**src/rtl/adc_seq_pkg.sv**
```systemverilog
// adc_seq_pkg: FSM states, register map, control bits and ADC config-word layout
package adc_seq_pkg;
  typedef enum logic [1:0] {IDLE, CONV, SHIFT, END} state_e;
  localparam logic [3:0] ADDR_CTRL = 4'd8;
  localparam logic [3:0] ADDR_STATUS = 4'd9;
  localparam int CTRL_RUN = 0;
  localparam int CTRL_AUTO = 1;
  localparam int CTRL_IRQ_EN = 2;
  localparam int STAT_BUSY = 0;
  localparam int STAT_DONE = 1;
  localparam int CFG_SD = 5;
  localparam int CFG_OS = 4;
  localparam int CFG_S1 = 3;
  localparam int CFG_S0 = 2;
  localparam int CFG_UNI = 1;
  localparam int CFG_SLP = 0;
  // Single-ended, unipolar, awake config word for channel ch
  function automatic logic [5:0] cfg_word(input logic [2:0] ch);
    logic [5:0] w;
    w = '0;
    w[CFG_SD] = 1'b1;
    w[CFG_OS] = ch[0];
    w[CFG_S1] = ch[2];
    w[CFG_S0] = ch[1];
    w[CFG_UNI] = 1'b1;
    w[CFG_SLP] = 1'b0;
    return w;
  endfunction
endpackage

```
**src/rtl/adc_seq_frame.sv**
```systemverilog
// adc_seq_frame: SCK generator, 12-bit config shift-out / result shift-in for one ADC frame
module adc_seq_frame #(
  parameter int CLK_DIV = 2
) (
  input  logic        clk,
  input  logic        reset_n,
  input  logic        start_i,
  input  logic [5:0]  cfg_i,
  input  logic        dout_i,
  output logic        sclk_o,
  output logic        din_o,
  output logic        sample_o,
  output logic        done_o,
  output logic [11:0] data_o
);
  localparam int DW = $clog2(CLK_DIV + 1);
  logic          active_q, sclk_q, tick;
  logic [DW-1:0] div_q;
  logic [3:0]    bit_q;
  logic [11:0]   out_q, in_q;
  // sample_o marks the 12th rising SCK; data_o already includes the bit taken there
  assign tick     = active_q && (div_q == DW'(CLK_DIV - 1));
  assign sample_o = tick && !sclk_q && (bit_q == 4'd11);
  assign done_o   = tick && sclk_q && (bit_q == 4'd11);
  assign data_o   = {in_q[10:0], dout_i};
  assign sclk_o   = sclk_q;
  assign din_o    = out_q[11];
  // SCK phases, MSB-first shift-out on falling SCK and shift-in on rising SCK
  always_ff @(posedge clk or negedge reset_n)
    if (!reset_n) begin
      active_q <= 1'b0;
      sclk_q <= 1'b0;
      div_q <= '0;
      bit_q <= '0;
      out_q <= '0;
      in_q <= '0;
    end else if (start_i) begin
      active_q <= 1'b1;
      sclk_q <= 1'b0;
      div_q <= '0;
      bit_q <= '0;
      out_q <= {cfg_i, 6'b0};
    end else if (active_q) begin
      div_q <= tick ? '0 : div_q + 1'b1;
      if (tick) begin
        sclk_q <= ~sclk_q;
        if (!sclk_q) in_q <= {in_q[10:0], dout_i};
        else begin
          out_q <= {out_q[10:0], 1'b0};
          bit_q <= bit_q + 4'd1;
          if (bit_q == 4'd11) active_q <= 1'b0;
        end
      end
    end
endmodule

```
**src/rtl/adc_seq.sv**
```systemverilog
// adc_seq: multi-channel LTC2308 sequencer with Avalon-MM registers; ADC_SEQ_IRQ_EN enables the sweep-done irq
module adc_seq
  import adc_seq_pkg::*;
#(
  parameter int NUM_CH = 8,
  parameter int CLK_DIV = 2,
  parameter int CONV_CYCLES = 80
) (
  input  logic        clk,
  input  logic        reset_n,
  input  logic [3:0]  avs_address,
  input  logic        avs_read,
  input  logic        avs_write,
  input  logic [31:0] avs_writedata,
  output logic [31:0] avs_readdata,
  output logic        irq,
  output logic        adc_sclk,
  output logic        adc_cs_n,
  output logic        adc_din,
  input  logic        adc_dout
);
  localparam int CW = $clog2(CONV_CYCLES + 1);
`ifdef ADC_SEQ_IRQ_EN
  localparam logic [2:0] CTRL_MASK = 3'b111;
`else
  localparam logic [2:0] CTRL_MASK = 3'b011;
`endif
  state_e        state_q, state_d;
  logic [CW-1:0] cnt_q, cnt_d;
  logic [3:0]    frame_q, frame_d;
  logic          cs_q;
  logic [2:0]    ctrl_q, ctrl_d, cfg_ch;
  logic          done_q, done_d, irq_q, irq_d;
  logic [31:0]   rdata_q, rdata_d;
  logic [15:0]   res_q [NUM_CH];
  logic          start, sample, fdone, busy, unused_ok;
  logic [11:0]   data;
  assign unused_ok = &{1'b0, avs_writedata[31:3]};
  assign adc_cs_n = cs_q;
  assign avs_readdata = rdata_q;
  assign irq = irq_q;
  adc_seq_frame #(.CLK_DIV(CLK_DIV)) u_frame (
    .clk(clk),
    .reset_n(reset_n),
    .start_i(start),
    .cfg_i(cfg_word(cfg_ch)),
    .dout_i(adc_dout),
    .sclk_o(adc_sclk),
    .din_o(adc_din),
    .sample_o(sample),
    .done_o(fdone),
    .data_o(data)
  );
  // FSM state, conversion timer, frame index and CS register
  always_ff @(posedge clk or negedge reset_n)
    if (!reset_n) begin
      state_q <= IDLE;
      cnt_q <= '0;
      frame_q <= '0;
      cs_q <= 1'b0;
    end else begin
      state_q <= state_d;
      cnt_q <= cnt_d;
      frame_q <= frame_d;
      cs_q <= state_d == CONV;
    end
  // Sweep sequencing: NUM_CH+1 frames, then END or stop early when run drops
  always_comb begin
    state_d = state_q;
    cnt_d = cnt_q;
    frame_d = frame_q;
    case (state_q)
      IDLE: if (ctrl_q[CTRL_RUN]) begin
        state_d = CONV;
        cnt_d = '0;
        frame_d = '0;
      end
      CONV: begin
        cnt_d = cnt_q + 1'b1;
        if (cnt_q == CW'(CONV_CYCLES - 1)) state_d = SHIFT;
      end
      SHIFT: if (fdone) begin
        state_d = !ctrl_q[CTRL_RUN] ? IDLE : (frame_q == 4'(NUM_CH)) ? END : CONV;
        cnt_d = '0;
        frame_d = frame_q + 4'd1;
      end
      default: begin
        state_d = (ctrl_q[CTRL_AUTO] && ctrl_q[CTRL_RUN]) ? CONV : IDLE;
        cnt_d = '0;
        frame_d = '0;
      end
    endcase
  end
  // Frame launch and config channel; the last frame repeats the top channel
  always_comb begin
    start = (state_q == CONV) && (cnt_q == CW'(CONV_CYCLES - 1));
    cfg_ch = (frame_q >= 4'(NUM_CH)) ? 3'(NUM_CH - 1) : frame_q[2:0];
    busy = state_q != IDLE;
  end
  // Frame k carries channel k-1's result; frame 0 data is dropped
  always_ff @(posedge clk or negedge reset_n)
    if (!reset_n) for (int i = 0; i < NUM_CH; i++) res_q[i] <= '0;
    else for (int i = 0; i < NUM_CH; i++) if (sample && frame_q == 4'(i + 1)) res_q[i] <= {1'b1, 3'(i), data};
  // CTRL/STATUS updates, irq and read mux; a done set beats a same-cycle W1C
  always_comb begin
    ctrl_d = ctrl_q;
    if (state_q == END && !ctrl_q[CTRL_AUTO]) ctrl_d[CTRL_RUN] = 1'b0;
    if (avs_write && avs_address == ADDR_CTRL) ctrl_d = avs_writedata[2:0] & CTRL_MASK;
    done_d = (state_q == END) || (done_q && !(avs_write && avs_address == ADDR_STATUS && avs_writedata[STAT_DONE]));
`ifdef ADC_SEQ_IRQ_EN
    irq_d = done_q && ctrl_q[CTRL_IRQ_EN];
`else
    irq_d = 1'b0;
`endif
    rdata_d = '0;
    for (int i = 0; i < NUM_CH; i++)
      if (avs_address == 4'(i)) rdata_d = {res_q[i][15], 12'b0, res_q[i][14:12], 4'b0, res_q[i][11:0]};
    if (avs_address == ADDR_CTRL) rdata_d = {29'b0, ctrl_q};
    if (avs_address == ADDR_STATUS) rdata_d = {30'b0, done_q, busy};
    rdata_d = avs_read ? rdata_d : rdata_q;
  end
  // Register file state
  always_ff @(posedge clk or negedge reset_n)
    if (!reset_n) begin
      ctrl_q <= '0;
      done_q <= 1'b0;
      irq_q <= 1'b0;
      rdata_q <= '0;
    end else begin
      ctrl_q <= ctrl_d;
      done_q <= done_d;
      irq_q <= irq_d;
      rdata_q <= rdata_d;
    end
endmodule
```
**config.mk**
```make
export PLATFORM = sky130hd
export DESIGN_NAME = adc_seq
export DESIGN_NICKNAME = d
export VERILOG_FILES = /design/src/rtl/adc_seq_pkg.sv /design/src/rtl/adc_seq_frame.sv /design/src/rtl/adc_seq.sv
export SDC_FILE = /design/constraint.sdc
export NUM_CORES = 1
export LEC_CHECK = 0
export BUFFER_PORTS_ARGS = -buffer_cell sky130_fd_sc_hd__clkbuf_2
export CAP_MARGIN = 20
export CORE_ASPECT_RATIO = 1.1
export CORE_MARGIN = 4
export CORE_UTILIZATION = 45
export DETAILED_ROUTE_END_ITERATION = 6
export HOLD_SLACK_MARGIN = 0.08
export PLACE_DENSITY = 0.73
export SETUP_SLACK_MARGIN = 0.4
export SYNTH_ARGS = -nofsm -noshare
export SYNTH_HDL_FRONTEND = slang
export SYNTH_SLANG_ARGS = --single-unit
```
**constraint.sdc**
```tcl
create_clock -name clk -period 2.1 [get_ports clk]
set_clock_uncertainty 0.2 [all_clocks]
set_input_delay 0.63 -clock clk [delete_from_list [all_inputs] [get_ports clk]]
set_output_delay 0.63 -clock clk [all_outputs]
set_load 0.005 [all_outputs]
```
# After elaboration in Yosys (flattened, before gate mapping)
# Cells that the tools add are included.
[op_classes]
add_sub_neg = 4
magnitude_cmp = 1
n_eq_ne = 26
mux = 45
bitwise = 3
reduce_logical = 36
[ops]
columns = ["operator", "n"]
rows = [
  ["$mux 32", 10],
  ["$mux 12", 4],
  ["$eq 4x3->1 const B", 8],
  ["$mux 4", 6],
  ["$pmux 7 s3", 1],
  ["$logic_and 1x1->1", 20],
  ["$eq 4x2->1 const B", 4],
  ["$eq 4x4->1 const B", 4],
  ["$mux 2", 8],
  ["$mux 7", 2],
  ["$pmux 4 s3", 1],
  ["$mux 1", 11],
  ["$reduce_bool 2->1", 5],
  ["$add 4x1->4 const B", 2],
  ["$eq 4x1->1 const B", 2],
  ["$add 7x1->7 const B", 1],
  ["$eq 7x7->1 const B", 1],
  ["$eq 2x1->1 const B", 3],
  ["$pmux 2 s3", 1],
  ["$reduce_and 3->1", 2],
  ["$eq 2x2->1 const B", 2],
  ["$ge 4x4->1 const B", 1],
  ["$logic_not 4->1", 1],
  ["$ne 2x2->1 const B", 2],
  ["8 further kinds", 13],
]
[word_totals]
ff_bits = 184
out_inout_bits = 36
elab_cells = 137

# Longest topological paths before layout
[logic_depth]
ltp_word = 11
ltp_mapped = 8

# Hierarchy
# From an unflattened synthesis, not the netlist that was laid out.
[unflattened]
hier_cells = 632
area_unflattened_um2 = 7603.5
[modules_own_cells]
columns = ["module", "n_inst", "cells_each", "area_each_um2", "seq_area_each_um2"]
rows = [
  ["adc_seq", 1, 544, 6525.0, 3428.3],
  ["adc_seq_frame", 1, 88, 1078.5, 625.6],
]

# Least setup slack after synthesis
# No wires, ideal clock.
[synth_path]
path_type = "register to register"
startpoint = "register cnt_q[0]"
endpoint = "register u_frame.in_q[0]"
setup_ns = 0.125
arrival_ns = 1.933
slack_ns = -0.158
stages_incl_launch_ff = 8
n_path_buf = 2
synth_period_minus_slack_ns = 2.258
cell_sequence = "dfrtp_1 > ha_1 > and3_1 > and4_1 > buf_2 > nor4_2 > buf_4 > mux2_2"
[synth_between]
elab_chain_cells = 4
[synth_lines]
columns = ["element", "line", "rtl"]
rows = [
  ["start, declared", "adc_seq.sv:29", "logic [CW-1:0] cnt_q, cnt_d;"],
  ["start signal, assigned", "adc_seq.sv:63", "cnt_q <= cnt_d;"],
  ["$eq 7x7->1", "adc_seq.sv:96", "start = (state_q == CONV) && (cnt_q == CW'(CONV_CYCLES - 1));"],
  ["$logic_and 1x1->1", "adc_seq.sv:96", ""],
  ["$not 1->1 (no line)", "-", ""],
  ["$reduce_and 4->1 (no line)", "-", ""],
  ["end signal, assigned", "adc_seq_frame.sv:47", "if (!sclk_q) in_q <= {in_q[10:0], dout_i};"],
  ["end, declared", "adc_seq_frame.sv:20", "logic [11:0] out_q, in_q;"],
]
# Every way passes these cells.
# A chain may end at the register's enable or synchronous reset.

# Worst setup path after layout
[layout_path]
startpoint = "register u_frame.bit_q[1]"
endpoint = "register res_q[70] (netlist bit)"
[layout_between]
elab_chain_cells = 3
[layout_lines]
columns = ["element", "line", "rtl"]
rows = [
  ["start, declared", "adc_seq_frame.sv:19", "logic [3:0] bit_q;"],
  ["start signal, assigned", "adc_seq_frame.sv:50", "bit_q <= bit_q + 4'd1;"],
  ["$eq 4x4->1", "adc_seq_frame.sv:23", "assign sample_o = tick && !sclk_q && (bit_q == 4'd11);"],
  ["$logic_and 1x1->1", "adc_seq_frame.sv:23", ""],
  ["$logic_and 1x1->1", "adc_seq.sv:103", "else for (int i = 0; i < NUM_CH; i++) if (sample && frame_q == 4'(i + 1)) res_q[i] <= {1'b1, 3'(i), data};"],
  ["end, declared", "adc_seq.sv:35", "logic [15:0] res_q [NUM_CH];"],
]
# Every way passes these cells.

==> run_summary.xml <==
<?xml version="1.0" encoding="UTF-8"?>
<metrics>
  <group name="grt">
    <metric name="antenna_found_initial" unit="">0</metric>
    <metric name="pin_count_of_the_biggest_net_entering_global_routing" unit="">49</metric>
    <metric name="grt.total_usage" unit="%">19.94</metric>
    <metric name="grt_pass1_vias" unit="">5607</metric>
    <metric name="wire_length_of_the_first_global_routing_pass" unit="um">29700</metric>
    <metric name="overflow" unit="">0</metric>
  </group>
  <group name="sta">
    <metric name="period_share" unit="%">107.6</metric>
    <metric name="setup_viol" unit="">104</metric>
    <metric name="period_needed" unit="ps">2259</metric>
    <metric name="drv_slew" unit="">0</metric>
    <metric name="worst_pin_slew" unit="ps">720.5</metric>
    <metric name="clock.fmax" unit="GHz">0.4427</metric>
    <metric name="timing.hold.ws" unit="ps">228.2</metric>
    <metric name="timing.slew.headroom" unit="%">51.97</metric>
    <metric name="timing.final.ws_setup" unit="ps">-158.8</metric>
    <metric name="hold_violations" unit="">0</metric>
    <metric name="rsz0062_at_grt" unit="">true</metric>
  </group>
  <group name="worst_setup_path">
    <metric name="cp_slowest_stage_delay" unit="ps">370</metric>
    <metric name="path_class" unit="">flip-flop to flip-flop</metric>
    <metric name="data_arrival_time_of_the_critical_path" unit="ps">2370</metric>
    <metric name="worstPathBufferInverterCount" unit="">2</metric>
    <metric name="setup.reg_to_reg.worst_slack" unit="ps">-160</metric>
    <metric name="critPathRequiredTime" unit="ps">2210</metric>
    <metric name="path_cells" unit="">ha_2 &gt; nor4bb_4 &gt; buf_4 &gt; nor3b_4 &gt; and3_4 &gt; clkbuf_16 &gt; mux2_4</metric>
    <metric name="critical-path-slowest-cell" unit="">sky130_fd_sc_hd__dfrtp_1</metric>
    <metric name="timing.critical_path.to_type" unit="">flip-flop</metric>
    <metric name="top_family_by_delay_on_critical_path" unit="">simple AND/OR/NAND/NOR gates</metric>
    <metric name="worstSetupStartpointType" unit="">flip-flop</metric>
    <metric name="timing.critical_path.fanout_max" unit="">6</metric>
  </group>
  <group name="finish">
    <metric name="final_net_count" unit="">791</metric>
    <metric name="post_layout_nonfiller_instances" unit="">961</metric>
    <metric name="syn_to_final_growth" unit="%">31.62</metric>
    <metric name="insertedDiodeCount" unit="">0</metric>
    <metric name="drive_above_1_share" unit="%">42.01</metric>
  </group>
  <group name="route">
    <metric name="vias" unit="">5613</metric>
    <metric name="post-route-drc-count" unit="">0</metric>
    <metric name="viasPerCell" unit="">5.841</metric>
    <metric name="postRouteAntennaNets" unit="">0</metric>
    <metric name="drt_iter0_markers" unit="">394</metric>
    <metric name="totalWireLength" unit="um">20910</metric>
    <metric name="post_drt_wl_per_cell" unit="um">21.76</metric>
    <metric name="drt_first_pass_iters" unit="">5</metric>
  </group>
  <group name="power">
    <metric name="static-leakage-power" unit="nW">4.862</metric>
    <metric name="cellPowerDensity" unit="mW/mm^2">796.4</metric>
    <metric name="ir_worst_vdd" unit="uV">487.2</metric>
  </group>
  <group name="job">
    <metric name="drv_cap" unit="">0</metric>
  </group>
  <group name="place">
    <metric name="dp.final_hpwl" unit="um">11230</metric>
    <metric name="portBuffers" unit="">29</metric>
    <metric name="place_inst" unit="">877</metric>
    <metric name="final_replace_weighted_congestion" unit="">0.8367</metric>
  </group>
  <group name="clock_network">
    <metric name="clock_pin_slew_on_the_worst_setup_and_hold_paths" unit="ps">60</metric>
    <metric name="cts.path.max_buffers" unit="">2</metric>
    <metric name="cts.htree.levels" unit="">4</metric>
    <metric name="clk_root_buffer_cell" unit="">sky130_fd_sc_hd__clkbuf_16</metric>
    <metric name="numClockSinks" unit="">161</metric>
    <metric name="clock_latency" unit="ps">440</metric>
    <metric name="cts_tree" unit="">yes</metric>
    <metric name="cts_made_buffers" unit="">17</metric>
  </group>
  <group name="min_path">
    <metric name="min_path_type" unit="">input pin to flip-flop</metric>
  </group>
  <group name="yosys">
    <metric name="postSynth.topFlopCell" unit="">sky130_fd_sc_hd__dfrtp_1</metric>
    <metric name="synth_top_area_share" unit="%">53.19</metric>
    <metric name="synth_common_cells" unit="">161 x sky130_fd_sc_hd__dfrtp_1, 82 x sky130_fd_sc_hd__mux2_2, 35 x sky130_fd_sc_hd__nand2_1</metric>
    <metric name="syn_area_per_cell" unit="sq um">11.89</metric>
    <metric name="yosys_register_bits" unit="">161</metric>
    <metric name="synth_warnings" unit="">0</metric>
    <metric name="synth.yosys.seq_area_share" unit="%">53.19</metric>
    <metric name="synth-edff-count" unit="">0</metric>
    <metric name="synth_area" unit="sq mm">0.007575</metric>
    <metric name="postSynthCellCount" unit="">637</metric>
    <metric name="post_synth_num_cell_types" unit="">56</metric>
    <metric name="synth_top_area_cell" unit="">sky130_fd_sc_hd__dfrtp_1</metric>
    <metric name="most_common_cell_in_the_netlist" unit="">sky130_fd_sc_hd__dfrtp_1</metric>
    <metric name="post_synth_main_area_contributors" unit="">sky130_fd_sc_hd__dfrtp_1 53%, sky130_fd_sc_hd__mux2_2 12%, sky130_fd_sc_hd__mux2_1 4.5%, sky130_fd_sc_hd__mux2i_1 3.3%, sky130_fd_sc_hd__buf_4 2.2%</metric>
    <metric name="postSynth.asyncResetShare" unit="%">100.0</metric>
  </group>
  <group name="status">
    <metric name="outcome" unit="">finished, violations left</metric>
    <metric name="violations" unit="">setup timing</metric>
  </group>
  <group name="die">
    <metric name="chipWidth" unit="um">131.7</metric>
    <metric name="num_io_pins" unit="">77</metric>
    <metric name="die_height" unit="um">144.1</metric>
    <metric name="total_die_area" unit="sq mm">0.01898</metric>
    <metric name="floorplan.initialDensity" unit="%">46.10</metric>
    <metric name="placement_rows" unit="">49</metric>
    <metric name="core_region_area" unit="sq mm">0.01643</metric>
  </group>
</metrics>
## final timing paths
check	end	start	cells after the start
min reg2reg	u_frame.out_q[7]	u_frame.out_q[7]	2
max reg2reg	res_q[70]	u_frame.bit_q[1]	7
min	ctrl_q[0]	avs_writedata[0]	3
min in group asynchronous	res_q[71]	reset_n	2
max in group asynchronous	frame_q[0]	reset_n	3
max	res_q[70]	u_frame.bit_q[1]	7
## sequential cells by signal, indices dropped and copies added (netlist names)
signal,flops
adc_cs_n,1
avs_readdata,16
cnt_q,7
ctrl_q,2
done_q,1
frame_q,4
res_q,104
state_q,2
u_frame.active_q,1
u_frame.bit_q,4
u_frame.div_q,2
u_frame.in_q,11
u_frame.out_q,5
u_frame.sclk_o,1
## cells in the final DEF (no fill, tap or decap), types with 3 or more instances in the layout
cell type	count
sky130_fd_sc_hd__clkbuf_1	3
sky130_fd_sc_hd__mux2_1	9
sky130_fd_sc_hd__buf_6	16
sky130_fd_sc_hd__a21oi_1	5
sky130_fd_sc_hd__xnor2_1	3
sky130_fd_sc_hd__or2_2	4
sky130_fd_sc_hd__nand2b_1	18
sky130_fd_sc_hd__and3_1	5
sky130_fd_sc_hd__a211o_1	11
sky130_fd_sc_hd__and3_4	4
sky130_fd_sc_hd__bufinv_16	5
sky130_fd_sc_hd__o22ai_1	23
sky130_fd_sc_hd__xor2_1	3
sky130_fd_sc_hd__nor2b_1	15
sky130_fd_sc_hd__inv_1	21
sky130_fd_sc_hd__nor2_1	14
sky130_fd_sc_hd__a31oi_1	12
sky130_fd_sc_hd__buf_12	11
sky130_fd_sc_hd__ha_1	4
sky130_fd_sc_hd__clkbuf_8	3
sky130_fd_sc_hd__conb_1	17
sky130_fd_sc_hd__buf_4	75
sky130_fd_sc_hd__mux2_4	62
sky130_fd_sc_hd__clkbuf_2	14
sky130_fd_sc_hd__mux2i_1	25
sky130_fd_sc_hd__buf_16	3
sky130_fd_sc_hd__o21ai_0	19
sky130_fd_sc_hd__nand3_2	3
sky130_fd_sc_hd__clkbuf_16	21
sky130_fd_sc_hd__nand3_1	7
sky130_fd_sc_hd__nand4b_1	3
sky130_fd_sc_hd__o21ai_1	11
sky130_fd_sc_hd__buf_2	11
sky130_fd_sc_hd__dfrtp_1	159
sky130_fd_sc_hd__mux2_2	41
sky130_fd_sc_hd__nand2_1	33
## power by group
| group | total, mW | leakage (nW) | internal (mW) | switching [mW] |
|---|---|---|---|---|
| Clock | 3.45 | 0.318 | 2.20 | 1.24 |
| Combinational | 0.999 | 2.35 | 0.486 | 0.513 |
| Sequential | 3.49 | 2.20 | 3.29 | 0.200 |
| Total | 7.94 | 4.86 | 5.98 | 1.96 |
## metal layers
metal | wire length, um | up-vias | track usage, % | part of all wire, %
met5 | 0 | - | 0 | 0
met4 | 691 | 0 | 7.407 | 3.3
met3 | 1059 | 64 | 3.758 | 5.1
met2 | 10880 | 228 | 36.03 | 52
met1 | 8275 | 2876 | 23.99 | 40
li1 | - | 2445 | - | -
## area by class of cell
| type | instances | area [sq um] |
|---|---|---|
| fill | 1170 | 6461 |
| sequential | 161 | 4031 |
| multi-input combinational | 405 | 3631 |
| timing repair buffer | 138 | 1319 |
| clock buffer | 23 | 478.0 |
| tap | 204 | 255.2 |
| clock inverter | 9 | 176.4 |
| inverter | 21 | 78.83 |
## cell families (layout without fill, tap and decap cells)
group / after synthesis / in the layout / share of synthesized area, %
AOI/OAI and AO/OA: 104 / 104 / 8.903
xor gates and xnor gates: 6 / 6 / 0.6939
adders and majority gates: 6 / 6 / 0.9911
buffers and inverters: 87 / 191 / 5.913
DFF: 161 / 161 / 53.19
muxes: 138 / 138 / 20.25
other: 1 / 17 / 0.04951
and+or+nand+nor: 134 / 134 / 10.01
## tightest hold or removal path, delay by kind of cell
family | cells | cell delay (ps)
buffers and inverters | 2 | 120
multiplexers | 1 | 70
## metrics by stage
step           worst slack, ps  setup TNS (ps)  area (sq um)  utilization, %  power, mW
2_1_floorplan           -65.22           -1998          7903               -      3.993
3_3_place_gp            -92.80           -2799          8339           50.75      4.241
3_5_place_dp            -119.9           -4010          8339           50.75      4.293
4_1_cts                 -91.64           -2598          9449           57.51      7.841
5_1_grt                 -255.6          -17170          9970           60.68      8.219
6_report                -158.8           -7045          9970           60.68      7.940
## repair_timing
| action | 4_1_cts | 5_1_grt |
|---|---|---|
| cloned | 3 | 3 |
| buffers inserted | 21 | 24 |
| resized for setup | 54 | 84 |
| hold buffers | 1 | 0 |
| pin swaps | 14 | 10 |
| hold endpoints to repair | 39 | 0 |
| endpoints found under the setup margin | 162 | 167 |
Note: power is estimated with default switching activity, not from simulation.
